### src/rtl/ps2_command_tx.sv
// Host-to-device PS/2 command transmitter: clock inhibit, request-to-send, 11-bit frame
// clocked out by the device, and ACK check. Reports the outcome with one-cycle pulses.
module ps2_command_tx #(
    parameter int unsigned INHIBIT_CYCLES       = 5000,
    parameter int unsigned START_TIMEOUT_CYCLES = 750000,
    parameter int unsigned XFER_TIMEOUT_CYCLES  = 100000
) (
    input  logic       clock,
    input  logic       resetn,
    input  logic       send,
    input  logic [7:0] command,
    input  logic       ps2_clk_in,
    input  logic       ps2_dat_in,
    output logic       ps2_clk_low,
    output logic       ps2_dat_low,
    output logic       busy,
    output logic       tx_done,
    output logic       tx_error
);

    localparam logic [19:0] INHIBIT_LOAD = 20'(INHIBIT_CYCLES);
    localparam logic [19:0] START_LOAD   = 20'(START_TIMEOUT_CYCLES);
    localparam logic [19:0] XFER_LOAD    = 20'(XFER_TIMEOUT_CYCLES);

    typedef enum logic [2:0] {
        StIdle,
        StInhibit,
        StRequest,
        StWaitClk,
        StXfer,
        StWaitIdle,
        StDone,
        StError
    } state_t;

    state_t      state;
    logic        clk_meta, clk_sync, clk_sync_prev;
    logic        dat_meta, dat_sync;
    logic [9:0]  shift;
    logic [3:0]  count;
    logic [19:0] timer;
    logic        clk_fall;
    logic        timer_expired;

    assign clk_fall      = clk_sync_prev & ~clk_sync;
    // The timer is loaded with N and expires on the cycle it would step from 1 to 0.
    assign timer_expired = (timer <= 20'd1);

    always_ff @(posedge clock or negedge resetn) begin
        if (!resetn) begin
            clk_meta      <= 1'b1;
            clk_sync      <= 1'b1;
            clk_sync_prev <= 1'b1;
            dat_meta      <= 1'b1;
            dat_sync      <= 1'b1;
        end else begin
            clk_meta      <= ps2_clk_in;
            clk_sync      <= clk_meta;
            clk_sync_prev <= clk_sync;
            dat_meta      <= ps2_dat_in;
            dat_sync      <= dat_meta;
        end
    end

    always_ff @(posedge clock or negedge resetn) begin
        if (!resetn) begin
            state       <= StIdle;
            shift       <= '0;
            count       <= '0;
            timer       <= '0;
            ps2_clk_low <= 1'b0;
            ps2_dat_low <= 1'b0;
            busy        <= 1'b0;
            tx_done     <= 1'b0;
            tx_error    <= 1'b0;
        end else begin
            tx_done  <= 1'b0;
            tx_error <= 1'b0;
            unique case (state)
                StIdle: begin
                    ps2_clk_low <= 1'b0;
                    ps2_dat_low <= 1'b0;
                    busy        <= 1'b0;
                    if (send) begin
                        shift       <= {1'b1, ~^command, command};
                        count       <= '0;
                        timer       <= INHIBIT_LOAD;
                        ps2_clk_low <= 1'b1;
                        busy        <= 1'b1;
                        state       <= StInhibit;
                    end
                end
                StInhibit: begin
                    if (timer_expired) begin
                        ps2_dat_low <= 1'b1;
                        state       <= StRequest;
                    end else begin
                        timer <= timer - 20'd1;
                    end
                end
                StRequest: begin
                    // Start bit is already on the wire when the clock is released.
                    ps2_clk_low <= 1'b0;
                    timer       <= START_LOAD;
                    state       <= StWaitClk;
                end
                StWaitClk: begin
                    if (timer_expired) begin
                        ps2_dat_low <= 1'b0;
                        tx_error    <= 1'b1;
                        timer       <= '0;
                        state       <= StError;
                    end else if (clk_fall) begin
                        ps2_dat_low <= ~shift[0];
                        shift       <= {1'b1, shift[9:1]};
                        count       <= 4'd1;
                        timer       <= XFER_LOAD;
                        state       <= StXfer;
                    end else begin
                        timer <= timer - 20'd1;
                    end
                end
                StXfer: begin
                    if (timer_expired) begin
                        ps2_dat_low <= 1'b0;
                        tx_error    <= 1'b1;
                        timer       <= '0;
                        state       <= StError;
                    end else begin
                        timer <= timer - 20'd1;
                        if (clk_fall) begin
                            if (count == 4'd10) begin
                                ps2_dat_low <= 1'b0;
                                if (!dat_sync) begin
                                    state <= StWaitIdle;
                                end else begin
                                    tx_error <= 1'b1;
                                    state    <= StError;
                                end
                            end else begin
                                ps2_dat_low <= ~shift[0];
                                shift       <= {1'b1, shift[9:1]};
                                count       <= count + 4'd1;
                            end
                        end
                    end
                end
                StWaitIdle: begin
                    if (timer_expired) begin
                        tx_error <= 1'b1;
                        timer    <= '0;
                        state    <= StError;
                    end else begin
                        timer <= timer - 20'd1;
                        if (clk_sync && dat_sync) begin
                            tx_done <= 1'b1;
                            state   <= StDone;
                        end
                    end
                end
                StDone: begin
                    busy  <= 1'b0;
                    state <= StIdle;
                end
                StError: begin
                    ps2_clk_low <= 1'b0;
                    ps2_dat_low <= 1'b0;
                    busy        <= 1'b0;
                    state       <= StIdle;
                end
                default: begin
                    ps2_clk_low <= 1'b0;
                    ps2_dat_low <= 1'b0;
                    busy        <= 1'b0;
                    state       <= StIdle;
                end
            endcase
        end
    end

endmodule

### config.mk
export PLATFORM = sky130hd
export DESIGN_NAME = ps2_command_tx
export DESIGN_NICKNAME = d
export VERILOG_FILES = /design/src/rtl/ps2_command_tx.sv
export SDC_FILE = /design/constraint.sdc
export NUM_CORES = 1
export LEC_CHECK = 0
export CAP_MARGIN = 20
export CORE_ASPECT_RATIO = 1.4
export CORE_MARGIN = 2
export CORE_UTILIZATION = 38
export CTS_BUF_LIST = sky130_fd_sc_hd__clkbuf_8
export CTS_CLUSTER_DIAMETER = 120
export DETAILED_ROUTE_END_ITERATION = 10
export DONT_BUFFER_PORTS = 1
export PLACE_DENSITY_LB_ADDON = 0.25
export SLEW_MARGIN = 20
export SYNTH_ARGS = -nofsm -noshare
export SYNTH_HDL_FRONTEND = slang
export SYNTH_SLANG_ARGS = --single-unit
### constraint.sdc
create_clock -name clock -period 5.2 [get_ports clock]
set_input_delay 0.52 -clock clock [delete_from_list [all_inputs] [get_ports clock]]
set_output_delay 0.52 -clock clock [all_outputs]
set_load 0.01 [all_outputs]
==> results of run 1 <==
==> logic make-up after synthesis <==
group	share of synthesized area
compound gates	0.236
flops	0.412
buf+inv	0.0392
simple gates	0.231
fa+ha+maj	0.0174
xor+xnor	0.0244
mux	0.0397
==> critical path: cells and delay by family (launching register included) <==
kind,cells,cell delay [ps]
DFF,1,470
AOI/OAI and AO/OA,2,810
and+or+nand+nor,4,1250
==> final timing paths <==
check	from	endpoint	depth (start not counted)
min	resetn	timer[14]	1
min in group clock	ps2_dat_in	dat_meta	0
min reg2reg	dat_meta	dat_sync	0
max reg2reg	timer[5]	timer[4]	6
max	timer[5]	timer[4]	6
max in group asynchronous	resetn	shift[0]	1
==> layer usage <==
layer  vias up  global-route usage  routed length [um]
met5         -                   0                   0
met4         0              0.0702                 148
met3        13              0.0286                 230
met2        48               0.330                3740
met1      1215               0.219                3000
li1       1172                   -                   -
==> stage by stage <==
stage	total power (uW)	setup WS (ps)
2_1_floorplan	1360	3060
3_3_place_gp	1550	2660
3_5_place_dp	1560	2590
4_1_cts	1820	2590
5_1_grt	1970	2370
6_report	1820	2560
==> registers in the layout, summed over array words and instances, names as in the netlist, 3 cells and up <==
signal	count
timer	20
count	4
state	3
shift	10
==> final cells by class <==
| type | count | share of cell area |
|---|---|---|
| tap | 97 | 0.0397 |
| multi-input combinational | 247 | 0.515 |
| inverter | 11 | 0.0135 |
| sequential | 47 | 0.387 |
| clock inverter | 1 | 0.00245 |
| clock buffer | 7 | 0.0315 |
| timing repair buffer | 2 | 0.0115 |
==> cells in the final DEF, fill, tap and decap left out, types with 3 or more instances in the layout <==
| cell | instances |
|---|---|
| a21oi_1 | 25 |
| a221o_1 | 3 |
| a22o_1 | 6 |
| a31oi_1 | 5 |
| clkbuf_8 | 7 |
| dfrtp_1 | 42 |
| dfstp_2 | 5 |
| ha_1 | 4 |
| inv_1 | 11 |
| mux2i_1 | 8 |
| nand2_1 | 23 |
| nand2b_1 | 3 |
| nand3_1 | 5 |
| nand4_1 | 3 |
| nor2_1 | 37 |
| nor2b_1 | 5 |
| nor3_1 | 14 |
| nor3b_1 | 3 |
| nor4_1 | 8 |
| o211ai_1 | 3 |
| o21a_1 | 4 |
| o21ai_0 | 15 |
| o21ai_1 | 9 |
| o22a_1 | 3 |
| o31ai_1 | 4 |
| or2_2 | 3 |
| or3_1 | 4 |
| xnor2_1 | 7 |
==> power groups by stage <==
| stage | Combinational (uW) | Sequential (uW) | Clock, uW |
|---|---|---|---|
| CTS | 878 | 688 | 256 |
| detailed placement | 866 | 693 | 0 |
| global route | 983 | 717 | 270 |
| floorplan | 747 | 614 | 0 |
| global placement | 856 | 691 | 0 |
| finish | 878 | 691 | 253 |
==> out/metrics.csv, run 1 <==
stage,metric,value,unit
global_route,initial antenna violation count,0,
setup_path,required time of the critical path,5390,ps
global_route,first-pass GRT wire length,12.2,mm
place,HPWL Detailed,5.07,mm
finish,register area,1180,um^2
floorplan,Die H,107,um
synthesis,Synth top cells by count,"42 x dfrtp_1, 37 x nor2_1, 25 x a21oi_1",
pwr,Power Dens Cells,595,nW/um^2
finish,post-route insts no fill,412,
routing,drt total wl,7.12,mm
timing,final hold slack,34.8,ps
finish,# diodes,0,
timing,RSZ-0062 raised after global routing,false,
setup_path,WP data arrival,2830,ps
cts,clock root buffer,clkbuf_8,
cts,clk sinks,47,
pwr,combinational share of power,0.482,
floorplan,initial cell density of the core,0.390,
setup_path,WS Path Type,flip-flop to flip-flop,
place,Post-DP Area,2930,um^2
timing,Clock Skew,13.7,ps
synthesis,area of the mapped netlist,2870,um^2
cts,CTS max path bufs,2,
cts,hold_buf cts,1,
synthesis,"FFs w/ async S/R, synth",1.00,
cts,CTS resizes,0,
finish,Final Util,0.416,
synthesis,Synth top area share,0.366,
synthesis,largest area contributor in the netlist,dfrtp_1,
timing,Slew @ Worst Pin,677,ps
pwr,Switching Fraction,0.462,
floorplan,Die X,77.5,um
synthesis,count of cell types in the netlist,68,
synthesis,Synth Instances,320,
cts,later-pin clock latency in the skew report,310,ps
timing,period utilization,0.508,
synthesis,sequential area share after synthesis,0.412,
finish,Final Instance Area,3060,um^2
pwr,Seq pwr share,0.379,
timing,Slew HR,0.549,
global_route,vias in the first global route,2507,
pwr,peak supply drop,0.258,mV
routing,DR iter-0 viols,179,
setup_path,Critical Path Source Type,flip-flop,
finish,layout cells sized above 1,0.0952,
timing,Total Neg Setup Slack,0,ps
routing,TritonRoute pass-1 iters,4,
cts,setup bufs post-CTS,0,
setup_path,crit-path max FO,14,
setup_path,CP cell instances,nor4_4 -> nand4_4 -> nor3_4 -> o211a_2 -> nor2_1 -> a221o_1,
routing,WL/cell,17.3,um
pwr,Cell Int Power,980,uW
finish,final layout net count,331,
finish,Layout area overhead,6.58,%
setup_path,reg2reg setup slack,2560,ps
synthesis,Seq cells post-synth,47,
setup_path,slowest CP cell,dfrtp_1,
cts,CTS tree,built,
place,placed insts,403,
pwr,NetSw,842,uW
finish,fill cell count,748,
cts,H-tree lvl count,2,
pwr,leak pwr,0.00121,uW
routing,via density per instance,5.94,
floorplan,Core Area,7360,um^2
timing,final hold vios,0,
min_path,worst hold path class,primary input to asynchronous set/reset pin,
floorplan,IO Pins,18,
timing,max-slew violations,0,
synthesis,Mapped Nets,337,
status,status,finished clean,
flow_run,number of max-cap violations,0,
timing,Max Clock Freq,379,MHz
floorplan,Total Die Area,8270,um^2
global_route,pin count of the biggest net entering global routing,43,
global_route,gr usage total,0.184,
synthesis,Most used DFF post-synth,dfrtp_1,
setup_path,Max stage delay on crit path,470,ps
routing,DR vias,2448,
synthesis,Post-synth EDFFs,0,
cts,CTS buffer count,5,
global_route,GRT overflow,0,
routing,Antenna Violating Nets Remaining,0,
cts,clk slew on worst S/H paths,100,ps
synthesis,Ys Warns,0,
synthesis,"count leader, synth",dfrtp_1,
place,GPL Wtd Cong,0.853,
synthesis,ranking of synthesized cells by area,"dfrtp_1 37%, nor2_1 4.8%, dfstp_2 4.6%",
routing,DRC Markers,0,
timing,Final setup viols,0,
finish,multi-input combinational cell area,1580,um^2
pwr,Clk network pwr share,0.139,
synthesis,Avg Inst Size Synth,8.97,um^2
timing,min Tclk post-route,2640,ps
place,I/O Buffers,0,
floorplan,Core Rows,37,
setup_path,crit end category,flip-flop,
No activity file was read; power rests on OpenSTA's default activity.
==> inputs of run 2 (changes only) <==
--- a/config.mk
+++ b/config.mk
@@ -5,6 +5,7 @@
 export SDC_FILE = /design/constraint.sdc
 export NUM_CORES = 1
 export LEC_CHECK = 0
+export ABC_AREA = 1
 export CAP_MARGIN = 20
 export CORE_ASPECT_RATIO = 1.4
 export CORE_MARGIN = 2
==> constraint.sdc (replaced) <==
create_clock -name clock -period 2.24 [get_ports clock]
set_input_delay 0.224 -clock clock [delete_from_list [all_inputs] [get_ports clock]]
set_output_delay 0.224 -clock clock [all_outputs]
set_load 0.01 [all_outputs]
==> out/metrics.csv, run 2 <==
stage,metric,value,unit,change
status,status,finished clean,,unchanged
routing,TritonRoute pass-1 iters,4,,unchanged
synthesis,count of cell types in the netlist,38,,was 68
timing,Clock Skew,5.66,ps,was 13.7 ps
synthesis,Synth top cells by count,"146 x nand2_1, 49 x inv_1, 45 x nor2_1",,"was 42 x dfrtp_1, 37 x nor2_1, 25 x a21oi_1"
place,placed insts,526,,was 403
timing,Total Neg Setup Slack,0,ps,unchanged
setup_path,Critical Path Source Type,flip-flop,,unchanged
setup_path,Max stage delay on crit path,420,ps,was 470 ps
min_path,Hold Startpoint,command[5],,
synthesis,largest area contributor in the netlist,dfrtp_1,,unchanged
timing,final hold vios,0,,unchanged
timing,Final setup viols,0,,unchanged
place,Place WS,183,ps,was 2590 ps
cts,setup bufs post-CTS,0,,unchanged
timing,max-slew violations,0,,unchanged
synthesis,ranking of synthesized cells by area,"dfrtp_1 34%, nand2_1 18%, inv_1 6.0%",,"was dfrtp_1 37%, nor2_1 4.8%, dfstp_2 4.6%"
setup_path,crit-path max FO,13,,was 14
floorplan,Total Die Area,8870,um^2,was 8270 um^2
synthesis,Avg Inst Size Synth,7.23,um^2,was 8.97 um^2
finish,most frequent cells in the layout,"146 x nand2_1, 50 x inv_1, 45 x nor2_1",,"was 42 x dfrtp_1, 37 x nor2_1, 25 x a21oi_1"
global_route,GRT overflow,0,,unchanged
finish,fill cell count,836,,was 748
setup_path,required time of the critical path,2430,ps,was 5390 ps
floorplan,initial cell density of the core,0.396,,was 0.390
synthesis,"FFs w/ async S/R, synth",1.00,,unchanged
cts,clock root buffer,clkbuf_8,,unchanged
cts,CTS buffer count,5,,unchanged
synthesis,sequential area share after synthesis,0.383,,was 0.412
routing,via density per instance,4.88,,was 5.94
cts,clk slew on worst S/H paths,90,ps,was 100 ps
routing,Antenna Violating Nets Remaining,0,,unchanged
timing,Max Clock Freq,488,MHz,was 379 MHz
pwr,Power Dens Cells,1280,nW/um^2,was 595 nW/um^2
finish,final layout net count,454,,was 331
synthesis,"count leader, synth",nand2_1,,was dfrtp_1
global_route,gr usage total,0.179,,was 0.184
setup_path,CP Buf/Inv Count,2,,was 0
finish,post-route insts no fill,538,,was 412
routing,drt total wl,7.27,mm,was 7.12 mm
finish,top flop regs,"timer x20, shift x10, count x4",,unchanged
flow_run,number of max-cap violations,0,,unchanged
floorplan,IO Pins,18,,unchanged
finish,Layout area overhead,8.48,%,was 6.58%
cts,H-tree lvl count,2,,unchanged
finish,number of flip-flops in the largest register,20,,unchanged
cts,clk sinks,47,,unchanged
min_path,worst hold path class,primary input to flip-flop,,was primary input to asynchronous set/reset pin
finish,"most common cell after layout, fill and taps aside",nand2_1,,was dfrtp_1
setup_path,slowest CP cell,dfrtp_1,,unchanged
floorplan,Core Area,7800,um^2,was 7360 um^2
cts,CTS tree,built,,unchanged
synthesis,Ys Warns,0,,unchanged
pwr,leak pwr,0.00179,uW,was 0.00121 uW
setup_path,WP data arrival,2240,ps,was 2830 ps
cts,CTS max path bufs,2,,unchanged
timing,min Tclk post-route,2050,ps,was 2640 ps
pwr,Total Power,4270,uW,was 1820 uW
global_route,first-pass GRT wire length,12.8,mm,was 12.2 mm
global_route,vias in the first global route,2755,,was 2507
timing,Slew @ Worst Pin,460,ps,was 677 ps
place,GPL Wtd Cong,0.950,,was 0.853
synthesis,Seq cells post-synth,47,,unchanged
setup_path,CP cell instances,inv_1 -> ha_1 -> nand2_2 -> nor2_4 -> nand3_4 -> nand2_4 -> nand2_4 -> nand3_4 -> inv_2 -> nand2_2 -> o21ai_0,,was nor4_4 -> nand4_4 -> nor3_4 -> o211a_2 -> nor2_1 -> a221o_1
finish,# diodes,0,,unchanged
timing,RSZ-0062 raised after global routing,false,,unchanged
global_route,pin count of the biggest net entering global routing,48,,was 43
floorplan,Core Rows,38,,was 37
synthesis,Synth top area share,0.341,,was 0.366
finish,Final Instance Area,3350,um^2,was 3060 um^2
floorplan,Die X,80.2,um,was 77.5 um
routing,DR vias,2628,,was 2448
cts,later-pin clock latency in the skew report,300,ps,was 310 ps
synthesis,Synth Instances,427,,was 320
setup_path,WS Path Type,flip-flop to flip-flop,,unchanged
setup_path,CP startpoint,timer[0],,was timer[5]
synthesis,area of the mapped netlist,3090,um^2,was 2870 um^2
timing,Slew HR,0.690,,was 0.549
setup_path,"delay-heaviest family, CP",simple AND/OR/NAND/NOR gates,,unchanged
place,HPWL Detailed,5.47,mm,was 5.07 mm
synthesis,Post-synth EDFFs,0,,unchanged
timing,period utilization,0.915,,was 0.508
place,Post-DP Area,3200,um^2,was 2930 um^2
routing,DR iter-0 viols,138,,was 179
routing,DRC Markers,0,,unchanged
place,I/O Buffers,0,,unchanged
setup_path,FF-to-FF Start,timer[0],,was timer[5]
floorplan,Die H,111,um,was 107 um
finish,Biggest register,timer,,unchanged
synthesis,Mapped Nets,444,,was 337
finish,layout cells sized above 1,0.114,,was 0.0952
setup_path,crit end category,flip-flop,,unchanged
timing,final worst slack,190,ps,was 2560 ps
pwr,peak supply drop,0.776,mV,was 0.258 mV
routing,WL/cell,13.5,um,was 17.3 um
global_route,initial antenna violation count,0,,unchanged
synthesis,Most used DFF post-synth,dfrtp_1,,unchanged
run 2: logic make-up after synthesis:
| logic type | after synthesis | synth area share |
|---|---|---|
| adder cells (fa/ha/maj) | 4 | 0.0162 |
| XOR/XNOR | 22 | 0.0625 |
| buffers and inverters | 60 | 0.0839 |
| AO/OA/AOI/OAI | 36 | 0.0722 |
| flip-flops | 47 | 0.383 |
| AND/OR/NAND/NOR | 258 | 0.382 |
run 2: final timing paths:
| path | slack (ps) | cells after the start | endpoint |
|---|---|---|---|
| min | 90 | 2 | shift[5] |
| max reg2reg | 190 | 11 | timer[0] |
| max in group asynchronous | 1550 | 2 | dat_meta |
| min reg2reg | 360 | 0 | clk_sync |
| max | 190 | 11 | timer[0] |
| min in group asynchronous | 430 | 2 | timer[0] |
run 2: what timing repair did:
item / CTS / global route
resized for setup: 0 / 0
hold buffers: 4 / 0
setup endpoints to repair: 0 / 3
hold endpoints to repair: 49 / 0
run 2: layer usage:
metal / global-route usage / share of wire / vias up
met1: 0.210 / 0.42 / 1222
met4: 0.0520 / 0.021 / 0
met5: 0 / 0 / -
li1: - / - / 1350
met2: 0.327 / 0.53 / 43
met3: 0.0278 / 0.026 / 13
run 2: area by class of cell:
cell class	instances	area, um^2	share of cell area
inverters	54	203	0.0606
repair buffers	9	108	0.0321
flip-flops and latches	47	1180	0.353
clock buffers	5	68.8	0.0206
multi-input cells	320	1640	0.491
clock inverters	3	16.3	0.00486
well taps	100	125	0.0374
run 2: stage by stage:
step	hold WS, ps	util
final	85.1	0.429
after global routing	91.9	0.429
after global placement	-70.1	0.411
after CTS	80.5	0.429
after floorplan	-71.6	-
after detailed placement	-70.0	0.411
run 2: report_power, final:
group / switching [uW] / internal, uW / total, uW / leakage (uW)
registers: 265 / 1130 / 1400 / 0.000583
logic: 1520 / 831 / 2360 / 0.00116
clock network: 301 / 214 / 516 / 0.0000453
total: 2090 / 2180 / 4270 / 0.00179
